==> src/rtl/bp_pkg.sv <==
// bp_pkg: shared definitions for the dynamic branch predictor.
//   - 2-bit saturating counter states (SNT/WNT/WT/ST)
//   - sat_inc / sat_dec helpers for those counters
//   - bp_entry_t: one BTB entry (valid, tag, ctr, target)
// Tag and target fields are sized for the widest supported XLEN (BP_MAX_XLEN).
// Narrower configurations zero-extend into them, so the upper bits are
// constant and trimmed by synthesis. XLEN must not exceed BP_MAX_XLEN.
package bp_pkg;

  localparam int BP_MAX_XLEN = 64;

  localparam logic [1:0] SNT = 2'b00;
  localparam logic [1:0] WNT = 2'b01;
  localparam logic [1:0] WT  = 2'b10;
  localparam logic [1:0] ST  = 2'b11;

  typedef struct packed {
    logic                   valid;
    logic [BP_MAX_XLEN-1:0] tag;
    logic [1:0]             ctr;
    logic [BP_MAX_XLEN-1:0] target;
  } bp_entry_t;

  function automatic logic [1:0] sat_inc(input logic [1:0] c);
    return (c == ST) ? ST : c + 2'd1;
  endfunction

  function automatic logic [1:0] sat_dec(input logic [1:0] c);
    return (c == SNT) ? SNT : c - 2'd1;
  endfunction

endpackage

==> src/rtl/bp_sat_counter.sv <==
// bp_sat_counter: W-bit up-counter that sticks at all-ones instead of wrapping.
// Ports:
//   clk    - rising-edge clock
//   reset  - asynchronous, active-high; clears count to 0
//   inc    - increment request for this cycle
//   count  - current count value
module bp_sat_counter #(
  parameter int W = 16
) (
  input  logic         clk,
  input  logic         reset,
  input  logic         inc,
  output logic [W-1:0] count
);

  always_ff @(posedge clk or posedge reset) begin
    if (reset) begin
      count <= '0;
    end else if (inc && (count != '1)) begin
      count <= count + W'(1);
    end
  end

endmodule

==> src/rtl/branch_predictor.sv <==
// branch_predictor: direct-mapped BTB with a 2-bit saturating counter per
// entry. Fetch looks up combinationally every cycle; decode reports resolved
// control flow, which updates the table and raises a flush request on a
// misprediction.
// Ports:
//   clk, reset                  - clock, async active-high reset
//   enable                      - pipeline enable; gates all state changes
//   lookup_pc                   - fetch PC
//   pred_taken, pred_target     - prediction for lookup_pc
//   upd_valid, upd_pc,
//   upd_taken, upd_target       - resolved instruction and its outcome
//   upd_pred_taken,
//   upd_pred_target             - prediction made for it at fetch
//   mispredict, redirect_pc     - flush request and corrected next PC
//   mispredict_count            - saturating misprediction statistic
module branch_predictor
  import bp_pkg::*;
#(
  parameter int XLEN    = 32,
  parameter int ENTRIES = 16,
  parameter int CNT_W   = 16
) (
  input  logic             clk,
  input  logic             reset,
  input  logic             enable,
  input  logic [XLEN-1:0]  lookup_pc,
  output logic             pred_taken,
  output logic [XLEN-1:0]  pred_target,
  input  logic             upd_valid,
  input  logic [XLEN-1:0]  upd_pc,
  input  logic             upd_taken,
  input  logic [XLEN-1:0]  upd_target,
  input  logic             upd_pred_taken,
  input  logic [XLEN-1:0]  upd_pred_target,
  output logic             mispredict,
  output logic [XLEN-1:0]  redirect_pc,
  output logic [CNT_W-1:0] mispredict_count
);

  localparam int IDX_W = $clog2(ENTRIES);

  localparam bp_entry_t ENTRY_RESET = '{valid: 1'b0, tag: '0, ctr: WNT, target: '0};

  bp_entry_t table_reg [ENTRIES];

  // Tags are kept as the PC shifted down past index and byte-offset bits,
  // zero-extended, so the whole stored field takes part in the compare.
  logic [IDX_W-1:0]       lookup_idx;
  logic [BP_MAX_XLEN-1:0] lookup_tag;
  bp_entry_t              lookup_entry;
  logic                   lookup_hit;

  logic [IDX_W-1:0]       upd_idx;
  logic [BP_MAX_XLEN-1:0] upd_tag;
  bp_entry_t              upd_entry;
  logic                   upd_hit;

  logic                   wr_en;
  bp_entry_t              wr_entry;
  logic                   cnt_inc;

  assign lookup_idx   = lookup_pc[IDX_W+1:2];
  assign lookup_tag   = BP_MAX_XLEN'(lookup_pc >> (IDX_W + 2));
  assign lookup_entry = table_reg[lookup_idx];
  assign lookup_hit   = lookup_entry.valid && (lookup_entry.tag == lookup_tag);

  // The table is already cleared asynchronously; gating with reset also
  // covers the instant before that clear settles.
  assign pred_taken  = !reset && lookup_hit && lookup_entry.ctr[1];
  assign pred_target = pred_taken ? XLEN'(lookup_entry.target) : lookup_pc + XLEN'(4);

  assign upd_idx   = upd_pc[IDX_W+1:2];
  assign upd_tag   = BP_MAX_XLEN'(upd_pc >> (IDX_W + 2));
  assign upd_entry = table_reg[upd_idx];
  assign upd_hit   = upd_entry.valid && (upd_entry.tag == upd_tag);

  assign mispredict  = upd_valid && !reset &&
                       ((upd_taken != upd_pred_taken) ||
                        (upd_taken && (upd_target != upd_pred_target)));
  assign redirect_pc = upd_taken ? upd_target : upd_pc + XLEN'(4);

  // Next value of the indexed entry. A not-taken miss leaves the table alone
  // so that fall-through branches never evict useful entries.
  always_comb begin
    wr_en    = 1'b0;
    wr_entry = upd_entry;
    if (enable && upd_valid) begin
      if (upd_hit) begin
        wr_en = 1'b1;
        if (upd_taken) begin
          wr_entry.ctr    = sat_inc(upd_entry.ctr);
          wr_entry.target = BP_MAX_XLEN'(upd_target);
        end else begin
          wr_entry.ctr = sat_dec(upd_entry.ctr);
        end
      end else if (upd_taken) begin
        wr_en    = 1'b1;
        wr_entry = '{valid: 1'b1, tag: upd_tag, ctr: WT,
                     target: BP_MAX_XLEN'(upd_target)};
      end
    end
  end

  // Single write port; lookups read the registered array, so a same-cycle
  // lookup of the written index sees the old contents.
  always_ff @(posedge clk or posedge reset) begin
    if (reset) begin
      for (int i = 0; i < ENTRIES; i++) begin
        table_reg[i] <= ENTRY_RESET;
      end
    end else if (wr_en) begin
      table_reg[upd_idx] <= wr_entry;
    end
  end

  assign cnt_inc = mispredict && enable;

  bp_sat_counter #(
    .W(CNT_W)
  ) u_mispredict_cnt (
    .clk   (clk),
    .reset (reset),
    .inc   (cnt_inc),
    .count (mispredict_count)
  );

endmodule

==> config.mk <==
export PLATFORM = sky130hd
export DESIGN_NAME = branch_predictor
export DESIGN_NICKNAME = d
export VERILOG_FILES = /design/src/rtl/bp_pkg.sv /design/src/rtl/bp_sat_counter.sv /design/src/rtl/branch_predictor.sv
export SDC_FILE = /design/constraint.sdc
export NUM_CORES = 2
export LEC_CHECK = 0
export CAP_MARGIN = 15
export CORE_ASPECT_RATIO = 1.4
export CORE_MARGIN = 8
export CORE_UTILIZATION = 50
export CTS_CLUSTER_DIAMETER = 150
export DETAILED_ROUTE_END_ITERATION = 6
export PLACE_DENSITY = 0.67
export SETUP_SLACK_MARGIN = 0.1
export SYNTH_ARGS = -nofsm -noshare
export SYNTH_HDL_FRONTEND = slang
export SYNTH_HIERARCHICAL = 1
export SYNTH_SLANG_ARGS = --single-unit
==> constraint.sdc <==
create_clock -name clk -period 102.8 [get_ports clk]
set_clock_uncertainty 0.1 [all_clocks]
set_input_delay 20.56 -clock clk [delete_from_list [all_inputs] [get_ports clk]]
set_output_delay 20.56 -clock clk [all_outputs]
set_load 0.005 [all_outputs]
# --- After elaboration in Yosys (flattened, before gate mapping) ---
# Index checks and enable logic that the tools add are counted.
word_totals:
  ff_bits: 2112
  word_cells: 117
  output_inout_bits: 82
  in_bits: 134
classes:
  n_eq_ne: 6
  n_lt_le_gt_ge: 3
  add_sub_neg: 5
  n_mux: 22
  bitwise_logic: 2
  reduce_logical: 14
op_table:
  columns: ["cell", "n"]
  rows:
  - ["bitwise mux 2096 bit", 1]
  - ["binary-select mux 131 bit (select 4 bit)", 2]
  - ["2-to-1 mux 131 bit", 7]
  - ["demux 131 bit (select 4 bit)", 1]
  - ["== test 64 x 26 -> 1 bit", 2]
  - ["2-to-1 mux 66 bit", 1]
  - ["2-to-1 mux 65 bit", 1]
  - ["adder 32 x 3 -> 32 bit, second input constant", 2]
  - ["2-to-1 mux 32 bit", 2]
  - ["2-to-1 mux 64 bit", 1]
  - ["!= test 32 bit", 1]
  - ["adder 16 x 1 -> 16 bit, second input constant", 1]
  - ["!= test 16 bit, second input constant", 1]
  - ["logical AND 1 bit", 11]
  - [">= comparator 5 bit, second input constant", 2]
  - ["NOT 4 -> 5 bit", 2]
  - ["2-to-1 mux 2 bit", 3]
  - ["less-than comparator 5 x 1 -> 1 bit, second input constant", 1]
  - ["2-to-1 mux 1 bit", 3]
  - ["adder 2 x 1 -> 2 bit, second input constant", 1]
  - ["== test 2 bit, second input constant", 1]
  - ["zero test 2 bit", 1]
  - ["subtractor 2 x 1 -> 2 bit, second input constant", 1]
  - ["zero test 1 bit", 1]
  - ["other kinds (2)", 2]

# --- Longest topological paths before layout ---
depth:
  ltp_word: 10
  depth_mapped: 18
  depth_no_buf: 10

# --- Cells and area by module ---
# Netlist, hierarchy kept.
modules_own_cells:
  columns: ["module", "area_each_um2", "seq_area_each_um2", "cells_per_inst", "instances"]
  rows:
  - ["branch_predictor", 79819.1, 39658.0, 5894, 1]
  - ["bp_sat_counter", 805.8, 400.4, 71, 1]

# --- Worst setup path before layout ---
# Ideal clock, no wire load.
synth_timing:
  path_kind: "in2out"
  from: "input port reset"
  to: "output port mispredict"
  slack_ns: 26.701
  n_path_buf: 0
  t_arrival_ns: 55.439
  required_ns: 82.140
  cell_stages: 3
  path_cell_list: "inv_1 -> o211ai_1 -> a21oi_1"
synth_between:
  elab_chain_len: 3
synth_rtl:
  columns: ["element", "line_no", "rtl"]
  rows:
  - ["from (decl)", "branch_predictor.sv:24", "input logic reset,"]
  - ["zero test 1 bit (no source line)", null, null]
  - ["logical AND 1 bit (2 in a row)", "branch_predictor.sv:77", "assign mispredict = upd_valid && !reset &&"]
  - ["to (decl)", "branch_predictor.sv:35", "output logic mispredict,"]
# Every way passes these cells.

# --- Final worst setup path ---
layout_timing:
  from: "input port lookup_pc[3]"
  to: "output port pred_target[5]"
layout_between:
  elab_chain_len: 9
  elab_cells_between_ends: 10
  cone_classes: "add/sub: 1; eq/ne: 1; mux: 4; bitwise: 1; reduce/logical: 3"
layout_rtl:
  columns: ["element", "line_no", "rtl"]
  rows:
  - ["from (decl)", "branch_predictor.sv:26", "input logic [XLEN-1:0] lookup_pc,"]
  - ["NOT 4 -> 5 bit (implied by the code)", "branch_predictor.sv:64", "assign lookup_entry = table_reg[lookup_idx];"]
  - ["binary-select mux 131 bit (select 4 bit)", "branch_predictor.sv:64", null]
  - ["2-to-1 mux 131 bit (implied by the code) (2 in a row)", "branch_predictor.sv:64", null]
  - ["== test 64 x 26 -> 1 bit", "branch_predictor.sv:65", "assign lookup_hit = lookup_entry.valid && (lookup_entry.tag == lookup_tag);"]
  - ["logical AND 1 bit", "branch_predictor.sv:65", null]
  - ["logical AND 1 bit (2 in a row)", "branch_predictor.sv:69", "assign pred_taken = !reset && lookup_hit && lookup_entry.ctr[1];"]
  - ["2-to-1 mux 32 bit (*)", "branch_predictor.sv:70", "assign pred_target = pred_taken ? XLEN'(lookup_entry.target) : lookup_pc + XLEN'(4);"]
  - ["to (decl)", "branch_predictor.sv:28", "output logic [XLEN-1:0] pred_target,"]
# Mark *: on every way between the ends. The rest lies on a longest branch, timed or not. The select of a mux whose other input is x is not followed.

==> impl_metrics.tcl <==
set metrics [dict create \
    grt_pass1_vias 55300 \
    cts_hold_buf 0 \
    path_cells "buf_8 -> buf_4 -> buf_4 -> mux4_2 -> xor2_1 -> a2111oi_0 -> a31oi_1 -> o31ai_1 -> or4b_2 -> nor3_2 -> buf_4 -> mux2_2 -> clkdlybuf4s50_1" \
    hold_class "reg -> reg" \
    arrival_ns 26.78 \
    gp_congestion 0.932 \
    area_growth_pct 12.2 \
    setup_violations 0 \
    wl_per_cell_um 30.5 \
    vias_per_cell 6.51 \
    totalWireLength_um 252000 \
    synth_flop_cell "dfrtp_1" \
    vias 53900 \
    critPathMaxFanout 87 \
    grt_max_degree 194 \
    power_density_mw_per_mm2 16.3 \
    grtUsageMet2_pct 44.8 \
    max_freq_mhz 21.1 \
    register_area_mm2 0.0401 \
    worst_slew_pin_slew_ns 1.16 \
    cts-resized-gates 0 \
    cts_buffer_depth 3 \
    syn_area_mm2 0.0806 \
    synth_top_area_cell "dfrtp_1" \
    final_antenna_net_count 0 \
    rows 174 \
    antenna_found_initial 14 \
    max_stage_delay_ns 0.89 \
    crit_path_start_kind "input port" \
    period_minus_slack_ns 47.44 \
    die_area_mm2 0.175 \
    critPathTopFamily "buffers and inverters" \
    grtUsageMet1_pct 37.3 \
    coreArea_mm2 0.160 \
    fin_nets 6143 \
    nFillCells 12900 \
    drc 0 \
    path_class "in -> out" \
    grt-ovfl-total 0 \
    synth_area_leaders "dfrtp_1 49%, mux4_2 16%, mux2_2 12%" \
    ys_ff_latch 1600 \
    die_width_um 355 \
    cts.clk_slew.worst_paths_ns 0.06 \
    synth_nets 6105 \
    tns_ns 0 \
    die_y_um 491 \
    clock_sinks 1600 \
    drive_above_1_share_pct 31.0 \
    syn_avg_cell_area_um2 13.5 \
    async_reset_ff_share_pct 100 \
    synth_warnings 6 \
    ios 216 \
    total_leakage_power_nw 41.1 \
    outcome "complete, no violations" \
    max-vdd-ir-drop_uv 16.2 \
    use_met3_pct 6.80 \
    synth_cell_types 87 \
    multiInputGateArea_mm2 0.0380 \
    htreeDepth 4 \
    drv_cap 0 \
    cts_setup_buffers 0 \
    grt-busiest-layer "met2" \
    cts_root_buf "clkbuf_16" \
    synth_seq_area_share_pct 49.7 \
    largest_reg_flops 1584 \
    rsz0062_at_grt "false" \
    synth-edff-count 0 \
    grt_usage_pct 28.6 \
    hold_viol 0 \
    relSlewSlack_pct 20.1 \
    dp_hpwl_um 163000 \
    drt_iter0_drc 5100 \
    start_util_pct 50.2 \
    clock_latency_ns 0.83 \
    required_ns 82.14 \
    drtPass1Iterations 6 \
    fin_util_pct 56.4 \
    port_buffers 215 \
    fin_crit_sh_pct 46.1 \
    grt_pass1_wl_um 376000 \
    path_buf_inv 5 \
    synth_top_cell_area_share_pct 49.2 \
    crit_top_cell "buf_4" \
    cts_tree "yes" \
    drv_slew 0 \
    crit_slowest_cell "buf_4" \
    cp-end-kind "output port" \
    syn_inst 5965 \
    numCtsBuffers 163 \
]
## per-stage QoR
| stage | cell area (um2) | std cells | worst slack, ns | hold WS [ns] | total power, mW |
|---|---|---|---|---|---|
| 2_1_floorplan | 80600 | 5965 | 26.70 | 0.340 | 0.785 |
| 3_3_place_gp | 84400 | 7942 | 55.44 | 0.362 | 0.839 |
| 3_5_place_dp | 84400 | 7943 | 55.40 | 0.363 | 0.842 |
| 4_1_cts | 90300 | 8246 | 55.38 | 0.381 | 1.49 |
| 5_1_grt | 90400 | 8254 | 55.11 | 0.396 | 1.52 |
| 6_report | 90500 | 8266 | 55.36 | 0.380 | 1.48 |
## cell usage after synthesis (25+ instances only)
library cell and instances:
nand4_1 61, buf_2 149, mux2i_1 241, nor2_1 163, o21ai_0 79, mux2_2 871
nor3_1 104, a221oi_1 27, dfrtp_1 1584, nand2_1 142, a21oi_1 76, nor2b_1 55
mux4_2 559, and2_1 575, inv_1 178, mux2_1 39, buf_1 48, nand2b_1 25
clkbuf_1 241, xnor2_1 97, nand3_1 54, xor2_1 62, nor4_1 152, nor4b_1 26
or4_1 25
## path summary, 6_finish.rpt
check | startpoint | end | slack, ns | cells past startpoint
setup / recovery | lookup_pc[3] | pred_target[5] | 55.36 | 13
hold / removal | table_reg[1683] | table_reg[1683] | 0.38 | 1
setup reg to reg | table_reg[757] | table_reg[1589] | 95.97 | 13
hold reg to reg | table_reg[1683] | table_reg[1683] | 0.38 | 1
max in group asynchronous | reset | table_reg[1315] | 78.29 | 6
min in group asynchronous | reset | table_reg[1113] | 20.50 | 2
## logic make-up after synthesis
kind of cell,Yosys count,share of synthesized area (%)
muxes,1710,31.3
xor gates and xnor gates,159,1.73
AOI/OAI and AO/OA,352,2.95
buffers and inverters,644,3.36
DFF,1600,49.7
adders and majority gates,6,0.0931
and+or+nand+nor,1494,10.9
## routing by layer
layer / routed length, um / vias to the layer above
met1: 97700 / 28700
li1: - / 22100
met4: 15300 / 2
met5: 13 / -
met2: 118000 / 2454
met3: 21300 / 657
## layout make-up
class,count,area share (%)
repair buffers,337,3.59
clock inverters,72,1.27
multi-input cells,3721,42.0
clock buffers,231,5.18
flip-flops and latches,1600,44.3
inverters,180,0.755
well taps,2112,2.92
diodes,13,0.0360
## where the power goes
part | internal [mW] | switching, mW | total, mW
logic | 0.0695 | 0.0889 | 0.158
registers | 0.655 | 0.0202 | 0.675
clock network | 0.382 | 0.264 | 0.646
total | 1.11 | 0.373 | 1.48
## cell usage in the layout, fill, tap and decap left out, types with 30 or more instances in the layout
| cell | count |
|---|---|
| dfrtp_1 | 1584 |
| mux2_2 | 871 |
| and2_1 | 575 |
| mux4_2 | 559 |
| mux2i_1 | 241 |
| clkdlybuf4s50_1 | 206 |
| inv_1 | 176 |
| clkbuf_16 | 165 |
| nor2_1 | 163 |
| nor4_1 | 152 |
| nand2_1 | 141 |
| buf_4 | 113 |
| nor3_1 | 103 |
| xnor2_1 | 97 |
| o21ai_0 | 79 |
| a21oi_1 | 76 |
| xor2_1 | 62 |
| nand4_1 | 61 |
| nand3_1 | 54 |
| nor2b_1 | 54 |
| mux2_1 | 39 |
| clkbuf_1 | 35 |
| clkbuf_8 | 31 |
| clkinv_2 | 30 |
No activity file was read; power rests on OpenSTA's default activity.
